File: src/rtl/modexp_pkg.sv
// Shared definitions for the modular-exponentiation sequencer.
//   BITS_DEFAULT      default operand width
//   TIMEOUT_DEFAULT   default per-operation watchdog limit (MODEXP_TIMEOUT_EN builds)
//   state_e           top-level sequencer states
//   op_kind_e         kind of reduction currently requested (REDUCE/MUL/SQR)
//   shim_state_e      handshake shim states (IDLE/WAIT/RELEASE)
package modexp_pkg;

  localparam int BITS_DEFAULT    = 32;
  localparam int TIMEOUT_DEFAULT = 4096;

  typedef enum logic [2:0] {
    ST_IDLE   = 3'd0,
    ST_CHECK  = 3'd1,
    ST_REDUCE = 3'd2,
    ST_MUL    = 3'd3,
    ST_SQR    = 3'd4,
    ST_FIN    = 3'd5
  } state_e;

  typedef enum logic [1:0] {
    OP_REDUCE = 2'd0,
    OP_MUL    = 2'd1,
    OP_SQR    = 2'd2,
    OP_NONE   = 2'd3
  } op_kind_e;

  // SH_IDLE doubles as the ISSUE cycle: a request seen there loads the
  // operands and raises mod_start on the following cycle.
  typedef enum logic [1:0] {
    SH_IDLE    = 2'd0,
    SH_WAIT    = 2'd1,
    SH_RELEASE = 2'd2
  } shim_state_e;

  function automatic op_kind_e op_of_state(input state_e s);
    case (s)
      ST_REDUCE: return OP_REDUCE;
      ST_MUL:    return OP_MUL;
      ST_SQR:    return OP_SQR;
      default:   return OP_NONE;
    endcase
  endfunction

endpackage

File: src/rtl/modexp_ctrl_mod_req_if.sv
// mod_req_if: handshake shim between the exponent sequencer and the shared
// mod_module. A request accepted in IDLE (the ISSUE cycle) registers the
// operands and raises mod_start; WAIT holds everything until mod_done, captures
// the remainder and drops mod_start; RELEASE waits for mod_done to fall so a
// stale done can never complete the next operation.
// Optional watchdog: define MODEXP_TIMEOUT_EN to abort an operation after
// TIMEOUT_CYCLES cycles in WAIT (timeout_o pulses together with ack_o).
// Ports:
//   req_i/dividend_i/divisor_i   request from the sequencer (level)
//   ready_o                      shim idle, a new operation may begin
//   ack_o                        one-cycle completion pulse
//   timeout_o                    qualifies ack_o: operation was aborted
//   remainder_o                  captured remainder, valid from ack_o onwards
//   mod_start_o/mod_dividend_o/mod_divisor_o/mod_remainder_i/mod_done_i
//                                mod_module handshake
module mod_req_if
  import modexp_pkg::*;
#(
  parameter int BITS           = BITS_DEFAULT,
  parameter int TIMEOUT_CYCLES = TIMEOUT_DEFAULT
) (
  input  logic              clk,
  input  logic              rst_n,
  input  logic              req_i,
  input  logic [2*BITS-1:0] dividend_i,
  input  logic [BITS-1:0]   divisor_i,
  output logic              ready_o,
  output logic              ack_o,
  output logic              timeout_o,
  output logic [BITS-1:0]   remainder_o,
  output logic              mod_start_o,
  output logic [2*BITS-1:0] mod_dividend_o,
  output logic [BITS-1:0]   mod_divisor_o,
  input  logic [BITS-1:0]   mod_remainder_i,
  input  logic              mod_done_i
);

  shim_state_e       state_q, state_d;
  logic              start_q, start_d;
  logic [2*BITS-1:0] dividend_q;
  logic [BITS-1:0]   divisor_q;
  logic [BITS-1:0]   remainder_q;
  logic              load;
  logic              capture;

`ifdef MODEXP_TIMEOUT_EN
  localparam int CNT_W = $clog2(TIMEOUT_CYCLES + 1);
  logic [CNT_W-1:0] cnt_q, cnt_d;
  logic             abort_q, abort_d;
  logic             expired;

  assign expired = (cnt_q == CNT_W'(TIMEOUT_CYCLES - 1));
`endif

  // NOTE: every signal written here gets a default first, so no path through
  // the case statement leaves one unassigned and infers a latch.
  always_comb begin
    state_d   = state_q;
    start_d   = start_q;
    load      = 1'b0;
    capture   = 1'b0;
    ack_o     = 1'b0;
    timeout_o = 1'b0;
`ifdef MODEXP_TIMEOUT_EN
    cnt_d     = cnt_q;
    abort_d   = abort_q;
`endif
    case (state_q)
      SH_IDLE: begin
        if (req_i) begin
          load    = 1'b1;
          start_d = 1'b1;
          state_d = SH_WAIT;
`ifdef MODEXP_TIMEOUT_EN
          cnt_d   = '0;
          abort_d = 1'b0;
`endif
        end
      end
      SH_WAIT: begin
        if (mod_done_i) begin
          capture = 1'b1;
          start_d = 1'b0;
          state_d = SH_RELEASE;
        end
`ifdef MODEXP_TIMEOUT_EN
        else if (expired) begin
          start_d   = 1'b0;
          timeout_o = 1'b1;
          ack_o     = 1'b1;
          abort_d   = 1'b1;
          state_d   = SH_RELEASE;
        end else begin
          cnt_d = cnt_q + CNT_W'(1);
        end
`endif
      end
      SH_RELEASE: begin
        if (!mod_done_i) begin
          state_d = SH_IDLE;
          ack_o   = 1'b1;
`ifdef MODEXP_TIMEOUT_EN
          // An aborted operation was already acknowledged with the timeout.
          if (abort_q) ack_o = 1'b0;
`endif
        end
      end
      default: state_d = SH_IDLE;
    endcase
  end

  // NOTE: sequential state uses non-blocking assignments only, so every flop
  // samples the pre-edge values regardless of statement order.
  always_ff @(posedge clk or negedge rst_n) begin
    if (!rst_n) begin
      state_q     <= SH_IDLE;
      start_q     <= 1'b0;
      dividend_q  <= '0;
      divisor_q   <= '0;
      remainder_q <= '0;
`ifdef MODEXP_TIMEOUT_EN
      cnt_q       <= '0;
      abort_q     <= 1'b0;
`endif
    end else begin
      state_q <= state_d;
      start_q <= start_d;
      if (load) begin
        dividend_q <= dividend_i;
        divisor_q  <= divisor_i;
      end
      if (capture) remainder_q <= mod_remainder_i;
`ifdef MODEXP_TIMEOUT_EN
      cnt_q   <= cnt_d;
      abort_q <= abort_d;
`endif
    end
  end

  assign ready_o        = (state_q == SH_IDLE);
  assign remainder_o    = remainder_q;
  assign mod_start_o    = start_q;
  assign mod_dividend_o = dividend_q;
  assign mod_divisor_o  = divisor_q;

endmodule

File: src/rtl/modexp_ctrl.sv
// modexp_ctrl: computes result = base^exponent mod modulus by right-to-left
// square-and-multiply. Products are formed here at full 2*BITS width; every
// reduction is delegated to an external mod_module through mod_req_if.
// Optional feature macro: MODEXP_TIMEOUT_EN (per-operation watchdog; a timeout
// finishes with error=1, result=0).
// Ports:
//   start/base/exponent/modulus   operands, captured when start is seen in IDLE
//   busy                          capture cycle until done
//   done                          one-cycle pulse, result/error valid
//   error                         modulus==0 or watchdog timeout
//   result                        final value, held until the next completion
//   mod_start/mod_dividend/mod_divisor/mod_remainder/mod_done
//                                 mod_module handshake
module modexp_ctrl
  import modexp_pkg::*;
#(
  parameter int BITS           = BITS_DEFAULT,
  parameter int TIMEOUT_CYCLES = TIMEOUT_DEFAULT
) (
  input  logic              clk,
  input  logic              rst_n,
  input  logic              start,
  input  logic [BITS-1:0]   base,
  input  logic [BITS-1:0]   exponent,
  input  logic [BITS-1:0]   modulus,
  output logic              busy,
  output logic              done,
  output logic              error,
  output logic [BITS-1:0]   result,
  output logic              mod_start,
  output logic [2*BITS-1:0] mod_dividend,
  output logic [BITS-1:0]   mod_divisor,
  input  logic [BITS-1:0]   mod_remainder,
  input  logic              mod_done
);

  state_e            state_q, state_d;
  logic [BITS-1:0]   base_q, base_d;
  logic [BITS-1:0]   e_q, e_d;
  logic [BITS-1:0]   n_q, n_d;
  logic [BITS-1:0]   acc_q, acc_d;
  logic [BITS-1:0]   b_q, b_d;
  logic [BITS-1:0]   result_q, result_d;
  logic              err_q, err_d;

  logic              req;
  logic              ack;
  logic              timeout;
  logic              ready;
  logic [BITS-1:0]   rem;
  op_kind_e          op_kind;
  logic [BITS-1:0]   mul_a;
  logic [2*BITS-1:0] product;
  logic [2*BITS-1:0] dividend;
  logic [BITS-1:0]   e_shift;

  // One shared multiplier: MUL forms acc*b, SQR forms b*b. Both operands are
  // already reduced below n, so the 2*BITS product is exact.
  assign op_kind = op_of_state(state_q);
  assign mul_a   = (op_kind == OP_MUL) ? acc_q : b_q;
  assign product = {{BITS{1'b0}}, mul_a} * {{BITS{1'b0}}, b_q};
  assign e_shift = e_q >> 1;

  always_comb begin
    dividend = product;
    if (op_kind == OP_REDUCE) dividend = {{BITS{1'b0}}, base_q};
  end

  always_comb begin
    state_d  = state_q;
    base_d   = base_q;
    e_d      = e_q;
    n_d      = n_q;
    acc_d    = acc_q;
    b_d      = b_q;
    result_d = result_q;
    err_d    = err_q;
    req      = 1'b0;
    case (state_q)
      ST_IDLE: begin
        // ready is low only while the shim drains a timed-out operation.
        if (start && ready) begin
          base_d  = base;
          e_d     = exponent;
          n_d     = modulus;
          err_d   = 1'b0;
          state_d = ST_CHECK;
        end
      end
      ST_CHECK: begin
        if (n_q == '0) begin
          err_d    = 1'b1;
          result_d = '0;
          state_d  = ST_FIN;
        end else if (n_q == BITS'(1)) begin
          result_d = '0;
          state_d  = ST_FIN;
        end else begin
          acc_d   = BITS'(1);
          state_d = ST_REDUCE;
        end
      end
      ST_REDUCE, ST_MUL, ST_SQR: begin
        req = 1'b1;
        if (ack) begin
          if (timeout) begin
            err_d    = 1'b1;
            result_d = '0;
            state_d  = ST_FIN;
          end else begin
            case (state_q)
              ST_REDUCE: begin
                b_d = rem;
                if (e_q == '0) begin
                  result_d = acc_q;
                  state_d  = ST_FIN;
                end else if (e_q[0]) begin
                  state_d = ST_MUL;
                end else begin
                  // e is non-zero with a clear LSB, so e>>1 is still non-zero.
                  e_d     = e_shift;
                  state_d = ST_SQR;
                end
              end
              ST_MUL: begin
                acc_d = rem;
                e_d   = e_shift;
                if (e_shift == '0) begin
                  result_d = rem;
                  state_d  = ST_FIN;
                end else begin
                  state_d = ST_SQR;
                end
              end
              ST_SQR: begin
                // SQR is only entered with e non-zero after the shift, so the
                // walk always continues with another MUL or SQR.
                b_d = rem;
                if (e_q[0]) begin
                  state_d = ST_MUL;
                end else begin
                  e_d     = e_shift;
                  state_d = ST_SQR;
                end
              end
              default: state_d = ST_IDLE;
            endcase
          end
        end
      end
      ST_FIN:  state_d = ST_IDLE;
      default: state_d = ST_IDLE;
    endcase
  end

  // NOTE: datapath registers are reset too, so result and the mod_module
  // operands read as zero immediately after reset.
  always_ff @(posedge clk or negedge rst_n) begin
    if (!rst_n) begin
      state_q  <= ST_IDLE;
      base_q   <= '0;
      e_q      <= '0;
      n_q      <= '0;
      acc_q    <= '0;
      b_q      <= '0;
      result_q <= '0;
      err_q    <= 1'b0;
    end else begin
      state_q  <= state_d;
      base_q   <= base_d;
      e_q      <= e_d;
      n_q      <= n_d;
      acc_q    <= acc_d;
      b_q      <= b_d;
      result_q <= result_d;
      err_q    <= err_d;
    end
  end

  mod_req_if #(
    .BITS           (BITS),
    .TIMEOUT_CYCLES (TIMEOUT_CYCLES)
  ) u_req (
    .clk             (clk),
    .rst_n           (rst_n),
    .req_i           (req),
    .dividend_i      (dividend),
    .divisor_i       (n_q),
    .ready_o         (ready),
    .ack_o           (ack),
    .timeout_o       (timeout),
    .remainder_o     (rem),
    .mod_start_o     (mod_start),
    .mod_dividend_o  (mod_dividend),
    .mod_divisor_o   (mod_divisor),
    .mod_remainder_i (mod_remainder),
    .mod_done_i      (mod_done)
  );

  assign busy   = (state_q != ST_IDLE) && (state_q != ST_FIN);
  assign done   = (state_q == ST_FIN);
  assign error  = err_q;
  assign result = result_q;

endmodule
File: config.mk
export PLATFORM = sky130hd
export DESIGN_NAME = modexp_ctrl
export DESIGN_NICKNAME = d
export VERILOG_FILES = /design/src/rtl/modexp_pkg.sv /design/src/rtl/modexp_ctrl_mod_req_if.sv /design/src/rtl/modexp_ctrl.sv
export SDC_FILE = /design/constraint.sdc
export NUM_CORES = 2
export LEC_CHECK = 0
export BUFFER_PORTS_ARGS = -buffer_cell sky130_fd_sc_hd__buf_2
export CAP_MARGIN = 10
export CORE_MARGIN = 8
export CORE_UTILIZATION = 45
export DETAILED_ROUTE_END_ITERATION = 10
export PLACE_DENSITY_LB_ADDON = 0.25
export SETUP_SLACK_MARGIN = 0.2
export SYNTH_ARGS = -nofsm -noshare
export SYNTH_HDL_FRONTEND = slang
export SYNTH_HIERARCHICAL = 1
export SYNTH_SLANG_ARGS = --single-unit
File: constraint.sdc
create_clock -name clk -period 7.6 [get_ports clk]
set_input_delay 0.38 -clock clk [delete_from_list [all_inputs] [get_ports clk]]
set_output_delay 0.38 -clock clk [all_outputs]
set_load 0.03 [all_outputs]
=== Word-level counts from Yosys, hierarchy flattened ===
Index checks and enable logic that the tools add are counted.

* Bits in registers: 327
* Output and inout bits: 132

* Muxes and demuxes: 47
* Reductions and logical operators: 24
* Equality and inequality tests: 25
* $mul: 1

{| class="wikitable"
|+ Operators with widths
! cell !! count
|-
| 2-to-1 mux 32 bit || 14
|-
| one-hot mux 32 bit (2 select lines) || 4
|-
| zero test 32 bit || 3
|-
| one-hot mux 32 bit (3 select lines) || 1
|-
| multiplier 32 x 32 -> 64 bit || 1
|-
| 2-to-1 mux 64 bit || 1
|-
| equality test 32 x 1 -> 1 bit (second input constant) || 1
|-
| 2-to-1 mux 3 bit || 6
|-
| inequality test 2 bit (second input constant) || 9
|-
| inequality test 3 bit (second input constant) || 6
|-
| one-hot mux 3 bit (3 select lines) || 2
|-
| 2-to-1 mux 1 bit || 12
|-
| one-hot mux 2 bit (3 select lines) || 2
|-
| AND reduction 3 bit || 4
|-
| AND reduction 5 bit || 2
|-
| nonzero test 2 bit || 4
|-
| equality test 3 x 2 -> 1 bit (second input constant) || 2
|-
| equality test 3 bit (second input constant) || 2
|-
| 2-to-1 mux 2 bit || 3
|-
| AND reduction 6 bit || 1
|-
| equality test 2 x 1 -> 1 bit (second input constant) || 2
|-
| zero test 2 bit || 2
|-
| inequality test 4 bit (second input constant) || 1
|-
| one-hot mux 1 bit (2 select lines) || 2
|-
| 8 further kinds || 10
|}

=== Depth between registers and ports, before layout ===
* Depth in word-level cells: 6
* Mapped depth: 35
* Depth with buffers taken out: 32

=== Modules after synthesis ===
The synthesis kept the hierarchy.

{| class="wikitable"
|+ By module, submodules not included
! module !! sequential area each (sq um) !! times used !! cells each !! area an instance (sq um)
|-
| modexp_ctrl || 4904.7 || 1 || 4647 || 42550.8
|-
| mod_req_if || 3278.1 || 1 || 289 || 5061.1
|}

=== Worst setup path after synthesis ===
No wires, ideal clock.

* Path type: reg2reg
* Start: register state_q[1] (netlist name)
* End: register u_req.dividend_q[62], in the netlist u_req/mod_dividend_o[62]
* Stages on the path, launching flop included: 34
* Slack: -594 ps
* Library setup time: 125 ps
* Data arrival time: 8069 ps
* Clock period less this slack: 8194 ps
* Path buffers: 4
* Cell sequence: dfrtp_1 clkbuf_1 nand2b_1 nor2_1 buf_2 nand2_1 nand2_1 clkbuf_1 and2_1 fa_1 fa_1 fa_1 inv_1 fa_1 inv_1 fa_1 inv_1 fa_1 inv_1 fa_1 fa_1 ha_1 buf_6 nand4_1 o211ai_2 a41o_1 a21oi_1 nor2_2 o2111ai_2 a2111oi_4 o21ai_1 a21boi_0 nor3_2 mux2_2

{| class="wikitable"
|+ RTL lines
! element !! line !! source
|-
| to (signal assigned) || modexp_ctrl_mod_req_if.sv:129 || <nowiki>dividend_q <= dividend_i;</nowiki>
|-
| to (decl) || modexp_ctrl_mod_req_if.sv:40 || <nowiki>logic [2*BITS-1:0] dividend_q;</nowiki>
|}

==> results by stage <==
Outcome:
- The run finished, with violations left.
- The checks that failed: setup timing.

STA:
- The number of max-slew violations in the final report is 0.
- The fmax is 0.122 GHz.
- The worst max-slew margin expressed relative to the limit is 30.3%.
- The final number of setup-violating endpoints is 44.
- For the pin with the worst max-slew slack, the measured transition is 1.04 ns.
- Setup repair after global routing could not meet its margin everywhere.
- The number of hold violations in the final report is 0.
- The share of the cycle needed by the critical path after routing is 108%.
- The clock tree skew after final layout is 0.0438 ns.
- Setup slack on the critical path of the routed design comes to -0.604 ns.
- The routed design could run at a clock period as short as 8.20 ns.

Die:
- The floorplan step defined a core boundary enclosing 0.105 sq mm.
- The die covers 0.116 sq mm.
- The width of the chip is 341 microns.
- The floorplan row count is 119.
- The die is 341 microns tall.
- 264 I/O pins were placed.
- The effective utilization at floorplan is 45.3%.

Synthesis:
- The post-synthesis instance area is 0.0476 sq mm.
- Ranked by total cell area, the synthesized netlist is headed by fa_1, dfrtp_1, and2_1.
- The share of the Yosys chip area taken by registers is 17.2%.
- The share of flip-flops with an asynchronous set or reset after synthesis is 100%.
- The count of state elements after synthesis is 327.
- The number of enable-type register cells in the synthesized netlist is 0.
- Averaged over all synthesized cells, the footprint is 9.65 sq um.
- Synthesis instantiated 74 different standard cells from the library.
- Among all flip-flop cells after synthesis, the most frequent one is dfrtp_1.
- The number of warnings printed during yosys synthesis is 6.
- The synthesized netlist cell count is 4936.
- The area fraction of the dominant cell type after synthesis is 37.7%.
- The dominant cell type by area after synthesis is fa_1.
- The number of nets in the synthesized netlist is 6227.

Global route:
- The number of antenna violations at the first check in global routing is 8.
- The via count of the first global-routing pass is 39206.
- Entering global routing, the biggest net connects 120 pins.
- Global routing finished with a remaining overflow of 0.
- The first global-routing pass estimated 227000 microns of wire.
- Global routing consumed, over all layers together, 24.8% of the routing resources.

Place:
- Once detailed placement completed, the half-perimeter wirelength came to 117000 microns.
- Once placement finished, the instance area stood at 0.0540 sq mm.
- The final RePlAce weighted congestion is 0.931.
- The count of buffers added on input and output ports is 263.
- The post-place setup slack is -0.877 ns.

Clocking:
- The cell sitting at the root of the clock tree is a clkbuf_16.
- The total number of clock tree sinks is 327.
- The latest clock arrival within the worst-skew pair is 0.61 ns.
- The H-tree level count is 2.
- After clock tree synthesis, the clock-pin slew on the worst setup and hold paths is 0.06 ns.
- In this run the deepest clock path goes through 3 buffers.
- TritonCTS built the clock tree.
- TritonCTS created 39 clock buffers.

Drt:
- The per-cell via count in the routed design is 5.24.
- The routed wire length per instance is 21.2 microns.
- Summed over all layers, the routed wires come to 148000 microns.
- The number of DRC markers after the initial detailed-route iteration is 2312.
- Once detail routing completed, the nets flagged for antenna violations numbered 0.
- The first detailed-routing pass ran for 5 iterations.
- In the routed design, unresolved DRC markers number 0.
- Across all layers, the routed design uses 36704 vias.

Min path:
- The class of the worst hold path is in -> reg.

Final layout:
- The layout-stage area growth over the synthesis result is 22.6%.
- The final layout contains 6875 nets.
- The fraction of layout instances using a drive strength above 1 is 26.1%.
- The post-route cell area is 0.0584 sq mm.

Setup path:
- The endpoint arrival time on the critical path is 8.67 ns.
- Of all nets on the critical path, the largest fanout is 7.
- The startpoint-to-endpoint class of the critical path is reg -> reg.
- The endpoint class of the critical path is a flip-flop.
- The cell type of the slowest stage on the worst timing path is fa_1.
- The data required time of the worst path is 8.07 ns.
- STA classifies the critical path startpoint as a flip-flop.
- The cell repeated most along the worst path is fa_1.
- The maximum cell stage delay along the critical path is 0.56 ns.

Job:
- Across the run, the number of max-cap violations was 0.
-- synth_stat cells (all sizes together), types with 4 or more instances --
cell type	n
o221ai	6
nor4	17
a22oi	32
xnor2	47
o211ai	9
o21bai	16
nor2	125
a21boi	4
a21o	22
buf	49
a31oi	11
o21a	17
mux2	257
nor3	12
xor2	16
a21oi	176
o21ai	112
ha	263
and2	580
nand2b	5
nand3	18
dfrtp	327
fa	896
clkbuf	246
nand2	729
and3	5
a221oi	4
nand4	22
inv	869
-- registers in the layout, indices dropped and copies added, names as in the netlist --
name / cells
acc_q: 32
b_q: 32
base_q: 32
e_q: 32
error: 1
n_q: 32
result: 32
state_q: 3
u_req/mod_dividend_o: 64
u_req/mod_divisor_o: 32
u_req/mod_start_o: 1
u_req/remainder_o: 32
u_req/state_q: 2
-- per-stage QoR --
step           hold slack (ns)  TNS, ns  std cells  util, %
3_5_place_dp             0.454   -25.62       6786     51.4
4_1_cts               0.000310   -15.11       6941     54.1
3_3_place_gp             0.457   -22.72       6786     51.4
6_report                0.0330   -17.39       7006     55.5
2_1_floorplan           0.0844   -0.235       4936        -
5_1_grt                 0.0228   -28.36       7006     55.5
-- logic make-up (layout without fill, tap and decap cells) --
kind of cell / Yosys count / in the layout / synth area share (%)
AO/OA/AOI/OAI: 439 / 439 / 5.71
other: 1 / 5 / 0.00788
adder cells (fa/ha/maj): 1159 / 1159 / 44.6
multiplexers: 258 / 258 / 6.41
buffers and inverters: 1165 / 1836 / 9.39
AND/OR/NAND/NOR: 1524 / 1528 / 15.5
flip-flops: 327 / 327 / 17.2
XOR/XNOR: 63 / 63 / 1.16
-- final cells by class --
type / count / area [sq um]
diodes: 4 / 10.0
multi-input cells: 3448 / 36700
repair buffers: 898 / 7150
clock inverters: 21 / 318
clock buffers: 47 / 1040
fillers: 9424 / 46700
inverters: 870 / 3270
flip-flops and latches: 327 / 8180
well taps: 1391 / 1740
-- placed cells by master, fill, tap and decap left out, types with 47 or more instances in the layout --
master         netlist  final
ha_1               263    231
and2_1             580    543
mux2_2             217    210
clkbuf_16            0     47
nand2_1            729    665
a21oi_1            173    143
buf_4                4    466
inv_1              869    860
o21ai_0             98     85
dlygate4sd3_1        0     77
dfrtp_1            327    326
nor2_1             121    109
fa_1               896    850
buf_2               30    263
mux2_4              40     47
-- timing repair --
| action | CTS | global route |
|---|---|---|
| pin swaps | 25 | 101 |
| hold endpoints to repair | 172 | 0 |
| setup buffers | 10 | 48 |
| gates resized for setup | 115 | 213 |
| endpoints found under the setup margin | 48 | 51 |
| gates cloned | 0 | 13 |
| hold buffers | 77 | 0 |
-- layer usage --
metal | track usage [%] | share of wire [%] | vias to the layer above
met3 | 3.49 | 6.2 | 315
met5 | 0 | 0.031 | -
met4 | 9.82 | 4.7 | 8
met1 | 32.2 | 40 | 18991
met2 | 42.1 | 49 | 1101
li1 | - | - | 16289
-- path summary, 6_finish.rpt --
kind / startpoint / endpoint / cells after the start / slack, ns
hold reg to reg: error$_DFFE_PN0P_ / error$_DFFE_PN0P_ / 2 / 0.50
setup / recovery: state_q[1]$_DFFE_PN0P_ / u_req/mod_dividend_o[52]$_DFFE_PN0P_ / 34 / -0.60
hold / removal: modulus[26] / n_q[26]$_DFFE_PN0P_ / 2 / 0.03
setup reg to reg: state_q[1]$_DFFE_PN0P_ / u_req/mod_dividend_o[52]$_DFFE_PN0P_ / 34 / -0.60
min in group asynchronous: rst_n / result[14]$_DFFE_PN0P_ / 2 / 0.39
max in group asynchronous: rst_n / u_req/mod_divisor_o[3]$_DFFE_PN0P_ / 3 / 5.79
-- critical path: cells and delay by family, from the launching register on --
family          cells  cell delay [ns]
compound gates      4             0.68
fa+ha+maj           9             4.33
flops               1             0.41
mux                 1             0.27
buf+inv            10             1.04
simple gates        9             1.21
xor+xnor            1             0.13
Power is not shown: default switching activity piles up to over one toggle a cycle in this logic, so the estimate is an artifact.
